`config.mk`:
```
export PLATFORM = sky130hd
export DESIGN_NAME = cs4344_i2s_tx
export DESIGN_NICKNAME = d
export VERILOG_FILES = /design/src/rtl/cs4344_pkg.sv /design/src/rtl/cs4344_clk_div.sv /design/src/rtl/cs4344_i2s_tx.sv
export SDC_FILE = /design/constraint.sdc
export NUM_CORES = 1
export LEC_CHECK = 0
export ABC_AREA = 1
export CORE_MARGIN = 8
export CORE_UTILIZATION = 51
export CTS_CLUSTER_SIZE = 25
export DETAILED_ROUTE_END_ITERATION = 10
export PLACE_DENSITY_LB_ADDON = 0.12
export SLEW_MARGIN = 40
export SYNTH_ARGS = -nofsm -noshare
export SYNTH_HDL_FRONTEND = slang
export SYNTH_SLANG_ARGS = --single-unit
export TNS_END_PERCENT = 30
```
`constraint.sdc`:
```
create_clock -name Clk -period 1.6 [get_ports Clk]
set_clock_uncertainty 0.2 [all_clocks]
set_input_delay 0.16 -clock Clk [delete_from_list [all_inputs] [get_ports Clk]]
set_output_delay 0.16 -clock Clk [all_outputs]
set_load 0.01 [all_outputs]
```
`src/rtl/cs4344_pkg.sv`:
```
// Shared constants and helpers for the CS4344 I2S transmitter.
package cs4344_pkg;

  // Default geometry: 16-bit samples in 32-bit slots, 24.576 MHz system clock
  localparam int DATA_W     = 16;
  localparam int SLOT_W     = 32;
  localparam int SCLK_DIV   = 8;
  localparam int MCLK_DIV   = 2;
  localparam int FRAME_BITS = 2 * SLOT_W;
  localparam int FRAME_CLKS = FRAME_BITS * SCLK_DIV;

  // A divided clock is high during the second half of its period
  function automatic logic phase_high(input int phase, input int period);
    return phase >= (period / 2);
  endfunction

endpackage

```
`src/rtl/cs4344_clk_div.sv`:
```
// Clock and frame timing generator: SCLK phase counter, bit counter and the
// derived MCLK / SCLK / LRCK pins plus strobes for the serializer.
module cs4344_clk_div
#(
  parameter int SLOT_W   = cs4344_pkg::SLOT_W,
  parameter int SCLK_DIV = cs4344_pkg::SCLK_DIV,
  parameter int MCLK_DIV = cs4344_pkg::MCLK_DIV
) (
  input  logic clk,
  input  logic srst,
  output logic mclk,
  output logic sclk,
  output logic lrck,
  output logic fall_stb,
  output logic frame_stb
);
  import cs4344_pkg::*;

  localparam int SC_W  = $clog2(SCLK_DIV);
  localparam int BIT_W = $clog2(2 * SLOT_W);
  localparam logic [SC_W-1:0]  SC_LAST  = SC_W'(SCLK_DIV - 1);
  localparam logic [BIT_W-1:0] BIT_LAST = BIT_W'(2 * SLOT_W - 1);

  logic [SC_W-1:0]  sc_cnt_reg;
  logic [BIT_W-1:0] bit_cnt_reg;
  logic             mclk_reg;
  logic             sclk_reg;
  logic             lrck_reg;

  // SCLK falls as sc_cnt wraps to 0; a frame begins when both counters are 0
  assign fall_stb  = (sc_cnt_reg == '0);
  assign frame_stb = fall_stb && (bit_cnt_reg == '0);

  // Phase counter within one SCLK period and bit counter within one frame
  always_ff @(posedge clk) begin
    if (srst) begin
      sc_cnt_reg  <= '0;
      bit_cnt_reg <= '0;
    end else if (sc_cnt_reg == SC_LAST) begin
      sc_cnt_reg  <= '0;
      bit_cnt_reg <= (bit_cnt_reg == BIT_LAST) ? '0 : bit_cnt_reg + 1'b1;
    end else begin
      sc_cnt_reg  <= sc_cnt_reg + 1'b1;
    end
  end

  // Registered pin decode; LRCK follows bit_cnt so it moves only as SCLK falls
  always_ff @(posedge clk) begin
    if (srst) begin
      mclk_reg <= 1'b0;
      sclk_reg <= 1'b0;
      lrck_reg <= 1'b0;
    end else begin
      mclk_reg <= phase_high(int'(sc_cnt_reg) % MCLK_DIV, MCLK_DIV);
      sclk_reg <= phase_high(int'(sc_cnt_reg), SCLK_DIV);
      lrck_reg <= int'(bit_cnt_reg) >= SLOT_W;
    end
  end

  assign mclk = mclk_reg;
  assign sclk = sclk_reg;
  assign lrck = lrck_reg;

endmodule

```
`src/rtl/cs4344_i2s_tx.sv`:
```
// Parallel-to-I2S serializer for the CS4344 DAC: one stereo sample per LRCK
// frame through a single-entry valid/ready holding register.
module cs4344_i2s_tx
#(
  parameter int DATA_W   = cs4344_pkg::DATA_W,
  parameter int SLOT_W   = cs4344_pkg::SLOT_W,
  parameter int SCLK_DIV = cs4344_pkg::SCLK_DIV,
  parameter int MCLK_DIV = cs4344_pkg::MCLK_DIV
) (
  input  logic              Clk,
  input  logic              RST_IN,
  input  logic              s_valid,
  output logic              s_ready,
  input  logic [DATA_W-1:0] s_left,
  input  logic [DATA_W-1:0] s_right,
  output logic              MCLK,
  output logic              SCLK,
  output logic              LRCK,
  output logic              SDIN,
  output logic              frame_start,
  output logic              underrun
);
  import cs4344_pkg::*;

  localparam int FRAME_W = 2 * SLOT_W;
  localparam int PAD_W   = SLOT_W - DATA_W;

  logic              fall_stb;
  logic              frame_stb;
  logic              xfer;
  logic              hold_full_reg;
  logic              hold_full_next;
  logic [DATA_W-1:0] hold_left_reg;
  logic [DATA_W-1:0] hold_right_reg;
  logic [SLOT_W-1:0] left_slot;
  logic [SLOT_W-1:0] right_slot;
  logic [FRAME_W-1:0] shift_reg;
  logic              s_ready_reg;
  logic              sdin_reg;
  logic              frame_start_reg;
  logic              underrun_reg;

  cs4344_clk_div #(
    .SLOT_W   (SLOT_W),
    .SCLK_DIV (SCLK_DIV),
    .MCLK_DIV (MCLK_DIV)
  ) u_clk_div (
    .clk       (Clk),
    .srst      (RST_IN),
    .mclk      (MCLK),
    .sclk      (SCLK),
    .lrck      (LRCK),
    .fall_stb  (fall_stb),
    .frame_stb (frame_stb)
  );

  // Left-justify each sample in its slot, zero-filling the low bits
  for (genvar gi = 0; gi < SLOT_W; gi++) begin : g_slot
    if (gi >= PAD_W) begin : g_data
      assign left_slot[gi]  = hold_left_reg[gi-PAD_W];
      assign right_slot[gi] = hold_right_reg[gi-PAD_W];
    end else begin : g_pad
      assign left_slot[gi]  = 1'b0;
      assign right_slot[gi] = 1'b0;
    end
  end

  assign xfer = s_valid & s_ready_reg;

  // Holding register occupancy: a boundary drains it, an accept fills it
  always_comb begin
    hold_full_next = hold_full_reg;
    if (frame_stb) hold_full_next = 1'b0;
    if (xfer)      hold_full_next = 1'b1;
  end

  // Handshake, frame load and MSB-first shifting on SCLK falling edges
  always_ff @(posedge Clk) begin
    if (RST_IN) begin
      hold_full_reg   <= 1'b0;
      hold_left_reg   <= '0;
      hold_right_reg  <= '0;
      shift_reg       <= '0;
      s_ready_reg     <= 1'b0;
      sdin_reg        <= 1'b0;
      frame_start_reg <= 1'b0;
      underrun_reg    <= 1'b0;
    end else begin
      hold_full_reg   <= hold_full_next;
      s_ready_reg     <= ~hold_full_next;
      frame_start_reg <= frame_stb;
      underrun_reg    <= frame_stb & ~hold_full_reg;
      if (xfer) begin
        hold_left_reg  <= s_left;
        hold_right_reg <= s_right;
      end
      if (frame_stb) begin
        // Bit 0 of each frame is the I2S one-bit delay slot
        shift_reg <= hold_full_reg ? {left_slot, right_slot} : '0;
        sdin_reg  <= 1'b0;
      end else if (fall_stb) begin
        sdin_reg  <= shift_reg[FRAME_W-1];
        shift_reg <= {shift_reg[FRAME_W-2:0], 1'b0};
      end
    end
  end

  assign s_ready     = s_ready_reg;
  assign SDIN        = sdin_reg;
  assign frame_start = frame_start_reg;
  assign underrun    = underrun_reg;

endmodule

```
==> flow_metrics.env, run 1 <==
export IMPL_status="finished, final reports clean"
export IMPL_placement_rows=32
export IMPL_cp_end_kind="flop"
export IMPL_grt_busiest_layer="met2"
export IMPL_worst_setup_path_type="reg2reg"
export IMPL_synthAdderAreaFrac=0.0154
export IMPL_hpwlAfterDp_um=5820
export IMPL_yosys_area_share_simple=0.231
export IMPL_p_leak_uw=0.00193
export IMPL_start_kind="flop"
export IMPL_grt_use_met3=0.0292
export IMPL_fmax_mhz=629
export IMPL_post_place_cells=640
export IMPL_synth_net_count=550
export IMPL_grt_overflow_total=0
export IMPL_dieArea_um2=11100
export IMPL_antenna_found_initial=0
export IMPL_vias=3546
export IMPL_syn_inst=510
export IMPL_drtIter0Drc=131
export IMPL_final_common_cell="dfxtp_1"
export IMPL_final_util=0.668
export IMPL_postSynthAreaPerCell_um2=7.97
export IMPL_ant_nets=0
export IMPL_die_h_um=105
export IMPL_ctsHoldBuffers=0
export IMPL_slew_viol_final=0
export IMPL_setup_violations=0
export IMPL_final_area_um2=5160
export IMPL_yosysWarnings=0
export IMPL_cts_tree="yes"
export IMPL_h_tree_depth=3
export IMPL_p_per_area_nw_per_um2=986
export IMPL_fin_cells=665
export IMPL_drt_total_wl_um=9490
export IMPL_antennaDiodeCount=0
export IMPL_grt_pass1_wl_um=15500
export IMPL_syn_to_final_growth_pct=26.9
export IMPL_use_met1=0.202
export IMPL_die_w_um=105
export IMPL_finalHoldViolCount=0
export IMPL_worst_pin_slew_ps=240
export IMPL_min_period_ps=1590
export IMPL_cp_arrival_ps=1680
export IMPL_gp_congestion=0.774
export IMPL_synth_xor_area_frac=0
export IMPL_max_slew_margin_rel=0.838
export IMPL_drive_above_1_share=0.169
export IMPL_cts_root_buf="clkbuf_8"
export IMPL_syn_area_um2=4070
export IMPL_synthMuxAreaShare=0
export IMPL_dr_pass1_iters=4
export IMPL_critPathMaxStageDelay_ps=340
export IMPL_path_cells="inv_2 > ha_4 > nand2_4 > nor2_4 > buf_12 > clkbuf_16 > nand3b_1 > a21oi_1"
export IMPL_grt_max_degree=49
export IMPL_drc=0
export IMPL_clock_latency_ps=360
export IMPL_mostFrequentLayoutCells="93 x dfxtp_1, 75 x nor2_1, 63 x nand2_1"
export IMPL_rsz0062_at_grt="true"
export IMPL_ir_drop_mv=0.444
export IMPL_io_buffers=41
export IMPL_yosysSeqAreaShare=0.478
export IMPL_grt_usage=0.166
export IMPL_synth_compound_area_frac=0.202
export IMPL_largest_reg_flops=48
export IMPL_placed_area_um2=4690
export IMPL_cts_max_path_buffers=2
export IMPL_cap_violations=0
export IMPL_worstHoldPathType="in2reg"
export IMPL_n_fill_cell=668
export IMPL_grt_use_met2=0.277
export IMPL_cts_buffers_inserted=9
export IMPL_synth_top_family_by_area="simple AND/OR/NAND/NOR gates"
export IMPL_synth_cell_types=26
export IMPL_core_um2=7730
export IMPL_nets=599
export IMPL_cp_required_ps=1690
export IMPL_clk_pin_slew_worst_paths_ps=90
export IMPL_routedWlPerCell_um=14.3
export IMPL_grt_pass1_vias=3444
export IMPL_numClockSinks=97
export IMPL_start_util=0.526
export IMPL_cp_slowest_cell="dfxtp_2"
export IMPL_critPathMaxFanout=8
export IMPL_ioPinCount=42
export IMPL_period_share=0.993
export IMPL_viasPerCell=5.33
export IMPL_ys_ff_latch=97
[report_power, final]
group / switching, uW / internal [uW] / leakage, uW
clock: 831 / 712 / 0.0000844
sequential: 94.2 / 2580 / 0.000796
combinational: 466 / 404 / 0.00105
total: 1390 / 3700 / 0.00193
[synth_stat cells]
cell      instances  share of area
clkbuf_1         18          0.017
inv_1            13          0.012
nor2_4            1         0.0028
inv_2             3         0.0028
nor3_1            1         0.0012
dfxtp_1          97           0.48
nor3b_4           1         0.0046
buf_6             8          0.022
nand2_2           1         0.0015
nor2_1           77          0.071
o21ai_1           1         0.0012
buf_4             6          0.011
nand3_1          19          0.023
buf_1             1        0.00092
buf_2             7         0.0086
nand2_1          64          0.059
a21oi_2          14          0.030
nand3b_1         31          0.057
nor2_2            1         0.0015
nand3_2           1         0.0025
nand4_1           3         0.0046
o21ai_0          68          0.084
a21oi_1          67          0.082
a21oi_4           1         0.0040
ha_1              5          0.015
or2_2             1         0.0015
[repair_timing]
action | CTS | global route
cloned | 1 | 4
gates resized for setup | 12 | 31
setup buffers | 2 | 3
setup endpoints to repair | 27 | 61
pin swaps | 7 | 26
[worst max-delay path, delay by kind of cell (launching register included)]
kind            cells  cell delay (ps)
buf+inv             3              380
flops               1              340
simple gates        3              310
fa+ha+maj           1              150
compound gates      1              140
[path summary, 6_finish.rpt]
kind                                 from                       to  slack, ps  cells after the start
setup / recovery  u_clk_div.sc_cnt_reg[0]            shift_reg[25]         10                      8
hold / removal                 s_right[7]        hold_right_reg[7]        210                      3
setup reg to reg  u_clk_div.sc_cnt_reg[0]            shift_reg[25]         10                      8
hold reg to reg   u_clk_div.sc_cnt_reg[0]  u_clk_div.sc_cnt_reg[0]        240                      1
[cell type report]
| type | instances | area [um2] | area share |
|---|---|---|---|
| Clock buffer | 10 | 128 | 0.0247 |
| Clock inverter | 5 | 57.6 | 0.0112 |
| Inverter | 16 | 60.1 | 0.0116 |
| Multi-Input combinational cell | 357 | 1900 | 0.369 |
| Sequential cell | 97 | 1950 | 0.377 |
| Tap cell | 102 | 128 | 0.0247 |
| Timing Repair Buffer | 78 | 936 | 0.181 |
[kinds of logic (layout without fill, tap and decap cells)]
kind of cell	Yosys count	in the layout
adder cells (fa/ha/maj)	5	5
AO/OA/AOI/OAI	151	151
buffers and inverters	56	109
flip-flops	97	97
AND/OR/NAND/NOR	201	201
[through the flow]
step	hold slack, ps	total power, uW	setup TNS [ps]	setup slack, ps
4_1_cts	194	5020	-114	-31.7
5_1_grt	221	5320	-1030	-61.8
3_5_place_dp	239	3490	-53.3	-31.3
6_report	208	5090	0	10.5
3_3_place_gp	234	3470	0	49.2
2_1_floorplan	29.1	3200	0	53.0
[layer usage]
metal / vias to the layer above / wire (um)
li1: 1798 / -
met1: 1660 / 4410
met2: 73 / 4610
met3: 15 / 315
met4: 0 / 168
met5: - / 0
(Power assumes the default switching activity.)
==> inputs of run 2 (changes only) <==
--- a/config.mk
+++ b/config.mk
@@ -6,9 +6,10 @@
 export NUM_CORES = 1
 export LEC_CHECK = 0
 export ABC_AREA = 1
+export CORE_ASPECT_RATIO = 2
 export CORE_MARGIN = 8
 export CORE_UTILIZATION = 51
-export CTS_CLUSTER_SIZE = 25
+export CTS_CLUSTER_SIZE = 40
 export DETAILED_ROUTE_END_ITERATION = 10
 export PLACE_DENSITY_LB_ADDON = 0.12
 export SLEW_MARGIN = 40
==> flow_metrics.env, run 2 (same netlist as run 1, synthesis figures left out) <==
export IMPL_cap_violations=0
export IMPL_vias=3449
export IMPL_grt_max_degree=49
export IMPL_finalHoldViolCount=0
export IMPL_routedWlPerCell_um=14.5
export IMPL_p_per_area_nw_per_um2=1110
export IMPL_io_buffers=41
export IMPL_viasPerCell=5.32
export IMPL_cts_max_path_buffers=2
export IMPL_grt_overflow_total=0
export IMPL_gp_congestion=0.778
export IMPL_n_fill_cell=712
export IMPL_fmax_mhz=627
export IMPL_die_w_um=79.1
export IMPL_cp_end_kind="flop"
export IMPL_tns_ps=0
export IMPL_worst_pin_slew_ps=299
export IMPL_nets=587
export IMPL_antennaDiodeCount=0
export IMPL_syn_to_final_growth_pct=25.1
export IMPL_core_um2=7830
export IMPL_critPathMaxStageDelay_ps=330
export IMPL_cts_root_buf="clkbuf_16"
export IMPL_clock_latency_ps=350
export IMPL_antenna_found_initial=0
export IMPL_cp_required_ps=1680
export IMPL_dieArea_um2=11300
export IMPL_cts_tree="yes"
export IMPL_start_util=0.519
export IMPL_ant_nets=0
export IMPL_min_period_ps=1600
export IMPL_cp_slowest_cell="dfxtp_2"
export IMPL_numClockSinks=97
export IMPL_critPathMaxFanout=8
export IMPL_worst_setup_path_type="reg2reg"
export IMPL_cts_buffers_inserted=9
export IMPL_final_common_cell="dfxtp_1"
export IMPL_grt_usage=0.164
export IMPL_fin_cells=648
export IMPL_drt_total_wl_um=9400
export IMPL_cp_arrival_ps=1670
export IMPL_period_share=0.997
export IMPL_ir_drop_mv=0.894
export IMPL_largest_reg_flops=48
export IMPL_mostFrequentLayoutCells="95 x dfxtp_1, 75 x nor2_1, 65 x o21ai_0"
export IMPL_h_tree_depth=3
export IMPL_hpwlAfterDp_um=5450
export IMPL_die_h_um=142
export IMPL_setup_violations=0
export IMPL_slew_viol_final=0
export IMPL_path_cells="inv_2 > ha_4 > nand2_8 > nor2_4 > clkbuf_16 > nand3b_1 > a21oi_1"
export IMPL_status="finished, final reports clean"
export IMPL_dr_pass1_iters=4
export IMPL_grt_pass1_vias=3302
export IMPL_placement_rows=46
export IMPL_clk_pin_slew_worst_paths_ps=70
export IMPL_start_kind="flop"
export IMPL_p_leak_uw=0.00183
export IMPL_drc=0
export IMPL_drtIter0Drc=327
export IMPL_post_place_cells=626
export IMPL_worstHoldPathType="reg2reg"
export IMPL_ioPinCount=42
export IMPL_max_slew_margin_rel=0.800
export IMPL_rsz0062_at_grt="true"
export IMPL_drive_above_1_share=0.154
export IMPL_grt_pass1_wl_um=15000
## run 2: cell count changes in the layout (fill, tap and decap cells not counted), moves of 3 or more
cell,delta
a21oi_2,+3
clkbuf_8,-8
a21oi_1,-3
buf_4,-5
clkbuf_16,+9
o21ai_1,-4
buf_12,-4
clkdlybuf4s50_1,+5
o21ai_0,+4
dlymetal6s2s_1,-4
## run 2: area by class of cell
cell class	instances	area, um2	area share
Clock buffer	11	243	0.0477
Clock inverter	5	55.1	0.0108
Inverter	16	60.1	0.0118
Multi-Input combinational cell	357	1900	0.374
Sequential cell	97	1940	0.382
Tap cell	96	120	0.0236
Timing Repair Buffer	66	759	0.149
## run 2: stage by stage
step | worst slack (ps) | instance area [um2] | hold WS, ps | util | power (uW)
floorplan | 53.0 | 4070 | 29.1 | - | 3200
global placement | -53.3 | 4600 | 232 | 0.587 | 3450
finish | 4.96 | 5090 | 227 | 0.650 | 5670
global route | -74.2 | 5090 | 237 | 0.650 | 5910
CTS | 2.21 | 4920 | 223 | 0.628 | 5610
detailed placement | -62.3 | 4600 | 243 | 0.587 | 3470
## run 2: metal layers
layer,GRT usage,part of all wire,vias up
met1,0.191,0.45,1600
met4,0.0747,0.023,0
met2,0.274,0.50,56
met3,0.0399,0.034,13
li1,-,-,1780
met5,0,0,-
## run 2: worst paths after layout
| check | from | cells past startpoint | slack, ps | endpoint |
|---|---|---|---|---|
| worst max register to register | u_clk_div.sc_cnt_reg[0] | 7 | 5 | shift_reg[17] |
| worst min-delay path | u_clk_div.sc_cnt_reg[0] | 1 | 230 | u_clk_div.sc_cnt_reg[0] |
| worst max-delay path | u_clk_div.sc_cnt_reg[0] | 7 | 5 | shift_reg[17] |
| worst min register to register | u_clk_div.sc_cnt_reg[0] | 1 | 230 | u_clk_div.sc_cnt_reg[0] |
## run 2: report_power, final
group          internal, uW  switching, uW
Combinational           378            473
Sequential             2580           89.1
Clock                  1250            898
Total                  4210           1460
## run 2: worst max-delay path, delay by kind of cell (launching register included)
kind	cells	cell delay [ps]
adder cells (fa/ha/maj)	1	160
AND/OR/NAND/NOR	3	400
buffers and inverters	2	290
AO/OA/AOI/OAI	1	140
flip-flops	1	330
## run 2: repair_timing
action	in CTS	in global routing
buffers inserted	0	2
gates cloned	0	4
endpoints found under the setup margin	23	38
gates resized for setup	10	21
hold buffers	0	0
pin swaps	1	29
